[config.mk]
export PLATFORM = sky130hd
export DESIGN_NAME = snoop_bus_arbiter_flat
export DESIGN_NICKNAME = d
export VERILOG_FILES = /design/src/rtl/snoop_bus_if.sv /design/src/rtl/snoop_bus_arbiter.sv /design/src/flat_wrapper.sv
export SDC_FILE = /design/constraint.sdc
export NUM_CORES = 1
export LEC_CHECK = 0
export CAP_MARGIN = 30
export CORE_MARGIN = 3
export CORE_UTILIZATION = 39
export DETAILED_ROUTE_END_ITERATION = 7
export PLACE_DENSITY = 0.94
export SETUP_SLACK_MARGIN = 0.3
export SYNTH_ARGS = -nofsm -noshare
export SYNTH_HDL_FRONTEND = slang
export SYNTH_SLANG_ARGS = --single-unit
export TNS_END_PERCENT = 50
[constraint.sdc]
create_clock -name clk -period 7.35 [get_ports clk]
set_input_delay 0.735 -clock clk [delete_from_list [all_inputs] [get_ports clk]]
set_output_delay 0.735 -clock clk [all_outputs]
set_load 0.02 [all_outputs]
[src/rtl/snoop_bus_if.sv]
// Shared coherence bus tying the four caches and main memory to the snoop arbiter.
interface snoop_bus_if #(
    parameter int unsigned ADDR_W = 32
) ();
    logic [3:0]          req;
    logic [7:0]          req_op;
    logic [4*ADDR_W-1:0] req_addr;
    logic [3:0]          gnt;
    logic                snoop_valid;
    logic [1:0]          snoop_op;
    logic [ADDR_W-1:0]   snoop_addr;
    logic [1:0]          snoop_src;
    logic [3:0]          snoop_ack;
    logic [3:0]          snoop_shared;
    logic [3:0]          snoop_dirty;
    logic                mem_req;
    logic [ADDR_W-1:0]   mem_addr;
    logic                mem_ack;
    logic [3:0]          done;
    logic                done_shared;
    logic                done_from_cache;
    logic                timeout_err;

    // Arbiter (responder) side.
    modport slave (
        input  req, req_op, req_addr, snoop_ack, snoop_shared, snoop_dirty, mem_ack,
        output gnt, snoop_valid, snoop_op, snoop_addr, snoop_src, mem_req, mem_addr,
        output done, done_shared, done_from_cache, timeout_err
    );

    // Cache and memory side.
    modport master (
        output req, req_op, req_addr, snoop_ack, snoop_shared, snoop_dirty, mem_ack,
        input  gnt, snoop_valid, snoop_op, snoop_addr, snoop_src, mem_req, mem_addr,
        input  done, done_shared, done_from_cache, timeout_err
    );
endinterface

[src/rtl/snoop_bus_arbiter.sv]
// Round-robin coherence bus arbiter: grants one cache, broadcasts the snoop, collects
// shared/dirty responses, falls back to memory and signals a one-cycle completion.
module snoop_bus_arbiter #(
    parameter int unsigned ADDR_W        = 32,
    parameter int unsigned SNOOP_TIMEOUT = 16
) (
    input logic        clk,
    input logic        rst,
    snoop_bus_if.slave bus
);
    localparam logic [1:0] IDLE  = 2'd0;
    localparam logic [1:0] SNOOP = 2'd1;
    localparam logic [1:0] MEM   = 2'd2;
    localparam logic [1:0] DONE  = 2'd3;

    localparam logic [1:0] OP_RD   = 2'b01;
    localparam logic [1:0] OP_UPGR = 2'b11;

    localparam int unsigned      CNT_W    = $clog2(SNOOP_TIMEOUT + 1);
    localparam logic [CNT_W-1:0] CNT_LAST = CNT_W'(SNOOP_TIMEOUT - 1);

    logic [1:0]        state_q, state_d;
    logic [1:0]        ptr_q, ptr_d;
    logic [1:0]        op_q, op_d;
    logic [1:0]        src_q, src_d;
    logic [ADDR_W-1:0] addr_q, addr_d;
    logic [3:0]        acked_q, acked_d;
    logic              shared_q, shared_d;
    logic              dirty_q, dirty_d;
    logic [CNT_W-1:0]  cnt_q, cnt_d;
    logic              mask_q, mask_d;
    logic              timeout_q, timeout_d;

    logic [3:0]        src_oh;
    logic [3:0]        eligible;
    logic [3:0]        new_ack;
    logic              found;
    logic [1:0]        pick;
    logic [1:0]        idx;
    logic [1:0]        pick_op;
    logic [ADDR_W-1:0] pick_addr;
    logic              all_acked;
    logic              expired;

    assign src_oh = 4'b0001 << src_q;

    // The proc just served is hidden for one IDLE cycle while it drops its request.
    always_comb begin
        eligible = '0;
        for (int i = 0; i < 4; i++) begin
            eligible[i] = bus.req[i] && (bus.req_op[2*i +: 2] != 2'b00);
        end
        if (mask_q) begin
            eligible = eligible & ~src_oh;
        end
    end

    always_comb begin
        found = 1'b0;
        pick  = ptr_q;
        idx   = ptr_q;
        for (int k = 0; k < 4; k++) begin
            idx = ptr_q + 2'(k);
            if (!found && eligible[idx]) begin
                found = 1'b1;
                pick  = idx;
            end
        end
    end

    always_comb begin
        pick_op   = '0;
        pick_addr = '0;
        for (int i = 0; i < 4; i++) begin
            if (pick == 2'(i)) begin
                pick_op   = bus.req_op[2*i +: 2];
                pick_addr = bus.req_addr[i*ADDR_W +: ADDR_W];
            end
        end
    end

    always_comb begin
        state_d   = state_q;
        ptr_d     = ptr_q;
        op_d      = op_q;
        src_d     = src_q;
        addr_d    = addr_q;
        acked_d   = acked_q;
        shared_d  = shared_q;
        dirty_d   = dirty_q;
        cnt_d     = cnt_q;
        mask_d    = 1'b0;
        timeout_d = 1'b0;
        all_acked = 1'b0;
        expired   = 1'b0;
        new_ack   = bus.snoop_ack & ~acked_q & ~src_oh;
        unique case (state_q)
            IDLE: begin
                if (found) begin
                    op_d     = pick_op;
                    addr_d   = pick_addr;
                    src_d    = pick;
                    acked_d  = '0;
                    shared_d = 1'b0;
                    dirty_d  = 1'b0;
                    cnt_d    = '0;
                    state_d  = SNOOP;
                end
            end
            SNOOP: begin
                acked_d   = acked_q | new_ack;
                shared_d  = shared_q | (|(new_ack & bus.snoop_shared));
                dirty_d   = dirty_q | (|(new_ack & bus.snoop_dirty));
                all_acked = &(acked_d | src_oh);
                expired   = (cnt_q >= CNT_LAST);
                if (!expired) begin
                    cnt_d = cnt_q + CNT_W'(1);
                end
                if (all_acked || expired) begin
                    timeout_d = !all_acked;
                    state_d   = (op_q == OP_UPGR || dirty_d) ? DONE : MEM;
                end
            end
            MEM: begin
                if (bus.mem_ack) begin
                    state_d = DONE;
                end
            end
            DONE: begin
                ptr_d   = src_q + 2'd1;
                mask_d  = 1'b1;
                state_d = IDLE;
            end
            default: state_d = IDLE;
        endcase
    end

    always_ff @(posedge clk) begin
        if (rst) begin
            state_q   <= IDLE;
            ptr_q     <= '0;
            op_q      <= '0;
            src_q     <= '0;
            addr_q    <= '0;
            acked_q   <= '0;
            shared_q  <= 1'b0;
            dirty_q   <= 1'b0;
            cnt_q     <= '0;
            mask_q    <= 1'b0;
            timeout_q <= 1'b0;
        end else begin
            state_q   <= state_d;
            ptr_q     <= ptr_d;
            op_q      <= op_d;
            src_q     <= src_d;
            addr_q    <= addr_d;
            acked_q   <= acked_d;
            shared_q  <= shared_d;
            dirty_q   <= dirty_d;
            cnt_q     <= cnt_d;
            mask_q    <= mask_d;
            timeout_q <= timeout_d;
        end
    end

    assign bus.gnt             = (state_q != IDLE) ? src_oh : 4'b0000;
    assign bus.snoop_valid     = (state_q == SNOOP);
    assign bus.snoop_op        = op_q;
    assign bus.snoop_addr      = addr_q;
    assign bus.snoop_src       = src_q;
    assign bus.mem_req         = (state_q == MEM);
    assign bus.mem_addr        = addr_q;
    assign bus.done            = (state_q == DONE) ? src_oh : 4'b0000;
    assign bus.done_shared     = (state_q == DONE) && (op_q == OP_RD) && shared_q;
    assign bus.done_from_cache = (state_q == DONE) && (op_q != OP_UPGR) && dirty_q;
    assign bus.timeout_err     = timeout_q;

endmodule

[src/flat_wrapper.sv]
// flat-port wrapper written by rule: the top's interface ports become plain ports
module snoop_bus_arbiter_flat 
#(
    parameter int unsigned ADDR_W        = 32,
    parameter int unsigned SNOOP_TIMEOUT = 16
)
  (clk, rst, bus_req, bus_req_op, bus_req_addr, bus_snoop_ack, bus_snoop_shared, bus_snoop_dirty, bus_mem_ack, bus_gnt, bus_snoop_valid, bus_snoop_op, bus_snoop_addr, bus_snoop_src, bus_mem_req, bus_mem_addr, bus_done, bus_done_shared, bus_done_from_cache, bus_timeout_err);
  snoop_bus_if #(.ADDR_W(ADDR_W)) bus_i ();
  input logic clk;
  input logic rst;
  input wire logic [$bits(bus_i.req)-1:0] bus_req;
  input wire logic [$bits(bus_i.req_op)-1:0] bus_req_op;
  input wire logic [$bits(bus_i.req_addr)-1:0] bus_req_addr;
  input wire logic [$bits(bus_i.snoop_ack)-1:0] bus_snoop_ack;
  input wire logic [$bits(bus_i.snoop_shared)-1:0] bus_snoop_shared;
  input wire logic [$bits(bus_i.snoop_dirty)-1:0] bus_snoop_dirty;
  input wire logic [$bits(bus_i.mem_ack)-1:0] bus_mem_ack;
  output wire logic [$bits(bus_i.gnt)-1:0] bus_gnt;
  output wire logic [$bits(bus_i.snoop_valid)-1:0] bus_snoop_valid;
  output wire logic [$bits(bus_i.snoop_op)-1:0] bus_snoop_op;
  output wire logic [$bits(bus_i.snoop_addr)-1:0] bus_snoop_addr;
  output wire logic [$bits(bus_i.snoop_src)-1:0] bus_snoop_src;
  output wire logic [$bits(bus_i.mem_req)-1:0] bus_mem_req;
  output wire logic [$bits(bus_i.mem_addr)-1:0] bus_mem_addr;
  output wire logic [$bits(bus_i.done)-1:0] bus_done;
  output wire logic [$bits(bus_i.done_shared)-1:0] bus_done_shared;
  output wire logic [$bits(bus_i.done_from_cache)-1:0] bus_done_from_cache;
  output wire logic [$bits(bus_i.timeout_err)-1:0] bus_timeout_err;
  assign bus_i.req = bus_req;
  assign bus_i.req_op = bus_req_op;
  assign bus_i.req_addr = bus_req_addr;
  assign bus_i.snoop_ack = bus_snoop_ack;
  assign bus_i.snoop_shared = bus_snoop_shared;
  assign bus_i.snoop_dirty = bus_snoop_dirty;
  assign bus_i.mem_ack = bus_mem_ack;
  assign bus_gnt = bus_i.gnt;
  assign bus_snoop_valid = bus_i.snoop_valid;
  assign bus_snoop_op = bus_i.snoop_op;
  assign bus_snoop_addr = bus_i.snoop_addr;
  assign bus_snoop_src = bus_i.snoop_src;
  assign bus_mem_req = bus_i.mem_req;
  assign bus_mem_addr = bus_i.mem_addr;
  assign bus_done = bus_i.done;
  assign bus_done_shared = bus_i.done_shared;
  assign bus_done_from_cache = bus_i.done_from_cache;
  assign bus_timeout_err = bus_i.timeout_err;
  snoop_bus_arbiter #(.ADDR_W(ADDR_W), .SNOOP_TIMEOUT(SNOOP_TIMEOUT)) u_core (.clk(clk), .rst(rst), .bus(bus_i));
endmodule
==> results.cfg, run 1 <==
[status]
status = finished clean

[worst_setup_path]
crit_path_start_kind = primary input
reg2reg_depth = 9
required_ns = 7.56
ff2ff_setup_slack_ns = 4.28
endpoint_kind = flip-flop
reg2reg_from = u_core.bus.snoop_src[0]
arrival_ns = 3.41
cp_max_fo = 20
worstReg2RegEnd = u_core.bus.mem_addr[4]
critPathKind = primary input to flip-flop

[sta]
period_minus_slack_ns = 3.20
rsz0062_at_grt = false
tightest_slew_ns = 0.935
clock.fmax_mhz = 312
min_period_over_period_pct = 43.5
setup-violations-final = 0
timing.slew.headroom_pct = 37.5
worst_slack_ns = 4.15
hold_viol_final = 0
finalMaxSlewViolations = 0
clock_skew_ns = 0.0107
fin_setup_tns_ns = 0
whs_ns = 0.505

[clock_network]
clkSlewWorstSetupHoldPaths_ns = 0.10
cts_root_buffer = clkbuf_8
cts_made_buffers = 5
cts_setup_buffers = 0
cts_hold_buf = 0
htree_levels = 2
clock-sinks = 53
clock_latency_ns = 0.30
cts_resized = 0
ctsLongestPathBuffers = 2
cts_tree = built

[routing]
dr.pass1.iters = 4
drt-vias-per-instance = 5.52
drt_iter0_markers = 132
drcViolationCount = 0
wire_per_inst_um = 19.5
final_antenna_net_count = 0
route.vias.total = 3748
wirelength_mm = 13.2

[floorplan]
core-area_um2 = 8420
die_area_um2 = 10000
fp-row-count = 33
ios = 236
die_y_um = 100
start_util_pct = 41.0
dieWidth_um = 100

[layout]
layout.nets = 738
layout-drive-gt1-share_pct = 2.96
n_fill_cell = 657
final_common_cell = clkdlybuf4s50_1
seq_area_um2 = 1060
syn_to_final_growth_pct = 66.1
diodes = 0
layout_common_cells = clkdlybuf4s50_1, mux2i_1, dfxtp_1
final_util_pct = 68.1
multi_input_area_um2 = 1990
stdcell_area_um2 = 5740

[hold_path]
holdCritStartpoint = u_core.bus.mem_addr[15]
whs_path_depth = 2
hold_class = flip-flop to flip-flop
min_to = u_core.bus.mem_addr[15]

[logic_synthesis]
syn_nets = 549
ys_warn_count = 0
avgSynthCellArea_um2 = 9.00
synth-seq-cells = 53
async_reset_ff_share_pct = 0
netlist_area_um2 = 3450
ys_seq_area_share_pct = 30.7
synthFlopType = dfxtp_1
syn_inst = 384
synth_edf_count = 0
synth_cell_type_count = 42

[global_routing]
grt_overflow_total = 0
grt_max_degree = 45
grt_pass1_vias = 3828
grt_usage_pct = 24.8
antenna_found_initial = 0
grt_pass1_wl_mm = 19.8

[power]
leakagePower_nw = 2.14
p_per_area_nw_per_um2 = 272
power.ir.vdd_worst_mv = 0.175

[placement]
dp_hpwl_mm = 10.8
place_area_um2 = 5620
io_buffers = 235
gp_congestion = 0.866
preCtsSetupSlack_ns = 3.86

[run]
drv_cap = 0
-- worst max-delay path: stages --
cell and delay [ns]:
clkdlybuf4s50_1 0.50, a2bb2oi_1 0.27, nand2_1 0.20, nand3_1 0.34
nand2_1 0.19, or3_1 0.65, buf_8 0.28, o221ai_1 0.24
-- final cells by class --
type | instances | share of cell area (%)
clock buffer | 7 | 1.50
clock inverter | 1 | 0.523
inverter | 11 | 0.719
multi-input combinational | 263 | 34.7
sequential | 53 | 18.5
tap | 105 | 2.29
timing repair buffer | 239 | 41.8
-- power breakdown --
part / switching [mW] / total (mW) / internal [mW]
logic: 0.474 / 0.908 / 0.434
registers: 0.0791 / 0.447 / 0.368
clock network: 0.0934 / 0.205 / 0.111
-- state kept, by name, summed over array words and instances, names as in the netlist --
register and cells:
u_core.bus.mem_addr 32, u_core.cnt_q 5, u_core.acked_q 4, u_core.bus.snoop_op 2
u_core.bus.snoop_src 2, u_core.ptr_q 2, u_core.state_q 2, u_core.bus.timeout_err 1
u_core.dirty_q 1, u_core.mask_q 1, u_core.shared_q 1
-- worst max-delay path by stage --
stage                                        from                 endpoint  slack, ns  cells past startpoint
after floorplan           u_core.bus.snoop_src[0]  u_core.bus.mem_addr[23]       4.84                     11
after global placement              bus_req_op[7]   u_core.bus.mem_addr[4]       3.88                      7
after detailed placement            bus_req_op[7]  u_core.bus.mem_addr[13]       3.86                      8
after CTS                           bus_req_op[7]  u_core.bus.mem_addr[13]       4.16                      8
after global routing                bus_req_op[7]  u_core.bus.mem_addr[13]       3.91                      8
final                               bus_req_op[7]  u_core.bus.mem_addr[13]       4.15                      8
-- cells by family (layout without fill, tap and decap cells) --
group	after synthesis	after routing	share of synthesized area [%]
buffers and inverters	68	258	12.3
and+or+nand+nor	94	94	13.2
AOI/OAI and AO/OA	88	88	19.6
adders and majority gates	10	10	3.62
DFF	53	53	30.7
muxes	71	71	20.6
-- synthesized netlist by cell type, types with 2 or more instances --
library cell | count | area share (%)
nor4bb_1 | 2 | 0.58
o31ai_1 | 2 | 0.43
nand3_1 | 6 | 0.87
nand2_1 | 44 | 4.8
dfxtp_1 | 53 | 31
clkbuf_1 | 11 | 1.2
nor2_1 | 13 | 1.4
nor2b_1 | 3 | 0.54
and2_1 | 4 | 0.72
buf_2 | 6 | 0.87
nand2b_1 | 3 | 0.54
o221ai_1 | 35 | 8.9
and3_1 | 4 | 0.72
ha_1 | 10 | 3.6
a2bb2oi_1 | 3 | 0.76
inv_1 | 11 | 1.2
nor3_1 | 2 | 0.29
or3_1 | 5 | 0.91
a32oi_1 | 2 | 0.51
or3b_1 | 2 | 0.51
buf_4 | 36 | 7.8
o211ai_1 | 2 | 0.43
or2_2 | 2 | 0.36
a211oi_1 | 9 | 2.0
a22oi_1 | 3 | 0.65
o21ai_0 | 10 | 1.4
a31oi_1 | 7 | 1.3
mux2i_1 | 71 | 21
a21oi_1 | 9 | 1.3
clkbuf_4 | 2 | 0.43
-- through the flow --
| stage | instances | power (mW) |
|---|---|---|
| final | 679 | 1.56 |
| after global routing | 679 | 1.64 |
| after CTS | 679 | 1.56 |
| after detailed placement | 671 | 1.36 |
| after global placement | 669 | 1.32 |
| after floorplan | 384 | 0.988 |
-- metal layers --
| metal | up-vias | part of all wire (%) | track usage [%] |
|---|---|---|---|
| met4 | 0 | 2.1 | 6.32 |
| met3 | 22 | 7.5 | 5.35 |
| met2 | 171 | 53 | 46.6 |
| met5 | - | 0 | 0 |
| met1 | 1779 | 37 | 28.3 |
| li1 | 1776 | - | - |
No activity file was read; power rests on OpenSTA's default activity.
==> run 2, diff against run 1 <==
Settings changed: CORE_UTILIZATION 39 to 36, PLACE_DENSITY 0.94 to 0.89.
Clock period 7.35 ns to 3.3 ns, I/O delays scaled along.
==> run 2 against run 1 <==
  * Sequential cell count is the same
  * Final cell count grew 4.1%
  * Final area grew 1.1%
  * Global-route usage shrank 1.7 points
  * Worst hold slack gained 0.0041 ns
  * Critical endpoint is now u_core.bus.mem_addr[12]
  * Largest power group unchanged
==> results.cfg, run 2 (synthesis gave the netlist of run 1 again) <==
[status]
status = finished clean

[sta]
hold_viol_final = 0
worst_slack_ns = 0.506
min_period_over_period_pct = 84.7
tightest_slew_ns = 0.688
rsz0062_at_grt = false
clock_skew_ns = 0.0164
setup-violations-final = 0
clock.fmax_mhz = 358
finalMaxSlewViolations = 0
timing.slew.headroom_pct = 54.2
period_minus_slack_ns = 2.79
fin_setup_tns_ns = 0

[global_routing]
antenna_found_initial = 0
grt_max_degree = 43
grt_pass1_wl_mm = 20.5
grt_overflow_total = 0
grt_pass1_vias = 3885
grt_usage_pct = 23.1

[worst_setup_path]
cp_max_fo = 42
required_ns = 3.49
arrival_ns = 2.98
critPathKind = flip-flop to flip-flop
crit_path_start_kind = flip-flop
endpoint_kind = flip-flop
ff2ff_setup_slack_ns = 0.51
reg2reg_depth = 9
reg2reg_from = u_core.bus.snoop_src[0]
worstReg2RegEnd = u_core.bus.mem_addr[12]

[clock_network]
cts_made_buffers = 5
cts_hold_buf = 0
clock_latency_ns = 0.31
htree_levels = 2
cts_tree = built
cts_root_buffer = clkbuf_8
clkSlewWorstSetupHoldPaths_ns = 0.10
cts_resized = 0
cts_setup_buffers = 0
clock-sinks = 53
ctsLongestPathBuffers = 2

[routing]
wire_per_inst_um = 18.6
wl_met2_mm = 6.78
highest_layer = met4
dr.pass1.iters = 4
wirelength_mm = 13.2
drcViolationCount = 0
drt-vias-per-instance = 5.30
final_antenna_net_count = 0
drt-met1-wl_mm = 5.06
wl_met3_mm = 1.07
route.vias.total = 3744
drt_iter0_markers = 170

[floorplan]
fp-row-count = 35
ios = 236
start_util_pct = 37.2
die_area_um2 = 10800
die_y_um = 104
dieWidth_um = 104
core-area_um2 = 9280

[placement]
gp_congestion = 0.863
place_area_um2 = 5680
place_inst = 699
io_buffers = 235
preCtsSetupSlack_ns = 0.450
dp_hpwl_mm = 10.6

[layout]
diodes = 0
layout-drive-gt1-share_pct = 3.81
syn_to_final_growth_pct = 68.0
fin_cells = 707
largest_reg_flops = 32
final_common_cell = clkdlybuf4s50_1
layout_common_cells = clkdlybuf4s50_1, mux2i_1, dfxtp_1
stdcell_area_um2 = 5800
layout.nets = 742

[hold_path]
hold_class = flip-flop to flip-flop
holdCritStartpoint = u_core.bus.mem_addr[9]
whs_path_depth = 2
min_to = u_core.bus.mem_addr[9]

[run]
drv_cap = 0

[power]
power.ir.vdd_worst_mv = 0.368
leakagePower_nw = 2.16
p_per_area_nw_per_um2 = 601
[run 2: changes by cell type in the layout (fill, tap and decap cells not counted), sizes merged]
cell / previous run / this run
buf: 4 / 8
clkbuf: 7 / 6
clkinvlp: 0 / 1
[run 2: worst max-delay path by stage]
stage	start	end	slack [ns]	cells past startpoint
after global routing	u_core.bus.snoop_src[0]	u_core.bus.mem_addr[12]	0.35	9
after global placement	bus_req_op[5]	u_core.bus.mem_addr[30]	0.55	8
after detailed placement	bus_req_op[4]	u_core.bus.mem_addr[13]	0.45	8
after floorplan	u_core.bus.snoop_src[0]	u_core.bus.mem_addr[23]	0.79	11
final	u_core.bus.snoop_src[0]	u_core.bus.mem_addr[12]	0.51	9
after CTS	u_core.bus.snoop_src[0]	u_core.bus.mem_addr[13]	0.47	9
[run 2: stage by stage]
step           util [%]  power, mW  hold WS [ns]
2_1_floorplan         -       2.20         0.462
3_3_place_gp       61.2       2.98         0.472
3_5_place_dp       61.2       3.03         0.481
4_1_cts            62.5       3.51         0.512
5_1_grt            62.5       3.68         0.536
6_report           62.5       3.49         0.510
[run 2: area by class of cell]
class                           count  area, um^2
Tap cell                          129         161
Inverter                           11        41.3
Multi-Input combinational cell    263        1990
Timing Repair Buffer              243        2430
Clock buffer                        6        82.6
Sequential cell                    53        1060
Fill cell                         781        3480
Clock inverter                      2        37.5
[run 2: where the power goes]
part	internal [mW]	total, mW	switching (mW)	leakage [nW]
sequential	0.819	0.992	0.173	0.435
clock	0.247	0.468	0.221	0.0574
combinational	0.977	2.03	1.06	1.67
[run 2: layer usage]
metal | vias up | track usage (%)
met5 | - | 0
met4 | 0 | 6.46
met3 | 20 | 6.27
met2 | 175 | 41.9
met1 | 1761 | 26.6
li1 | 1788 | -
[run 2: worst max-delay path, cell delays in order, from the launching register on]
cell       delay, ns
dfxtp_1         0.43
inv_1           0.09
ha_1            0.29
a2bb2oi_2       0.24
nand2_1         0.09
or3b_1          0.39
a41oi_4         0.30
buf_12          0.30
mux2i_1         0.34
o221ai_1        0.14
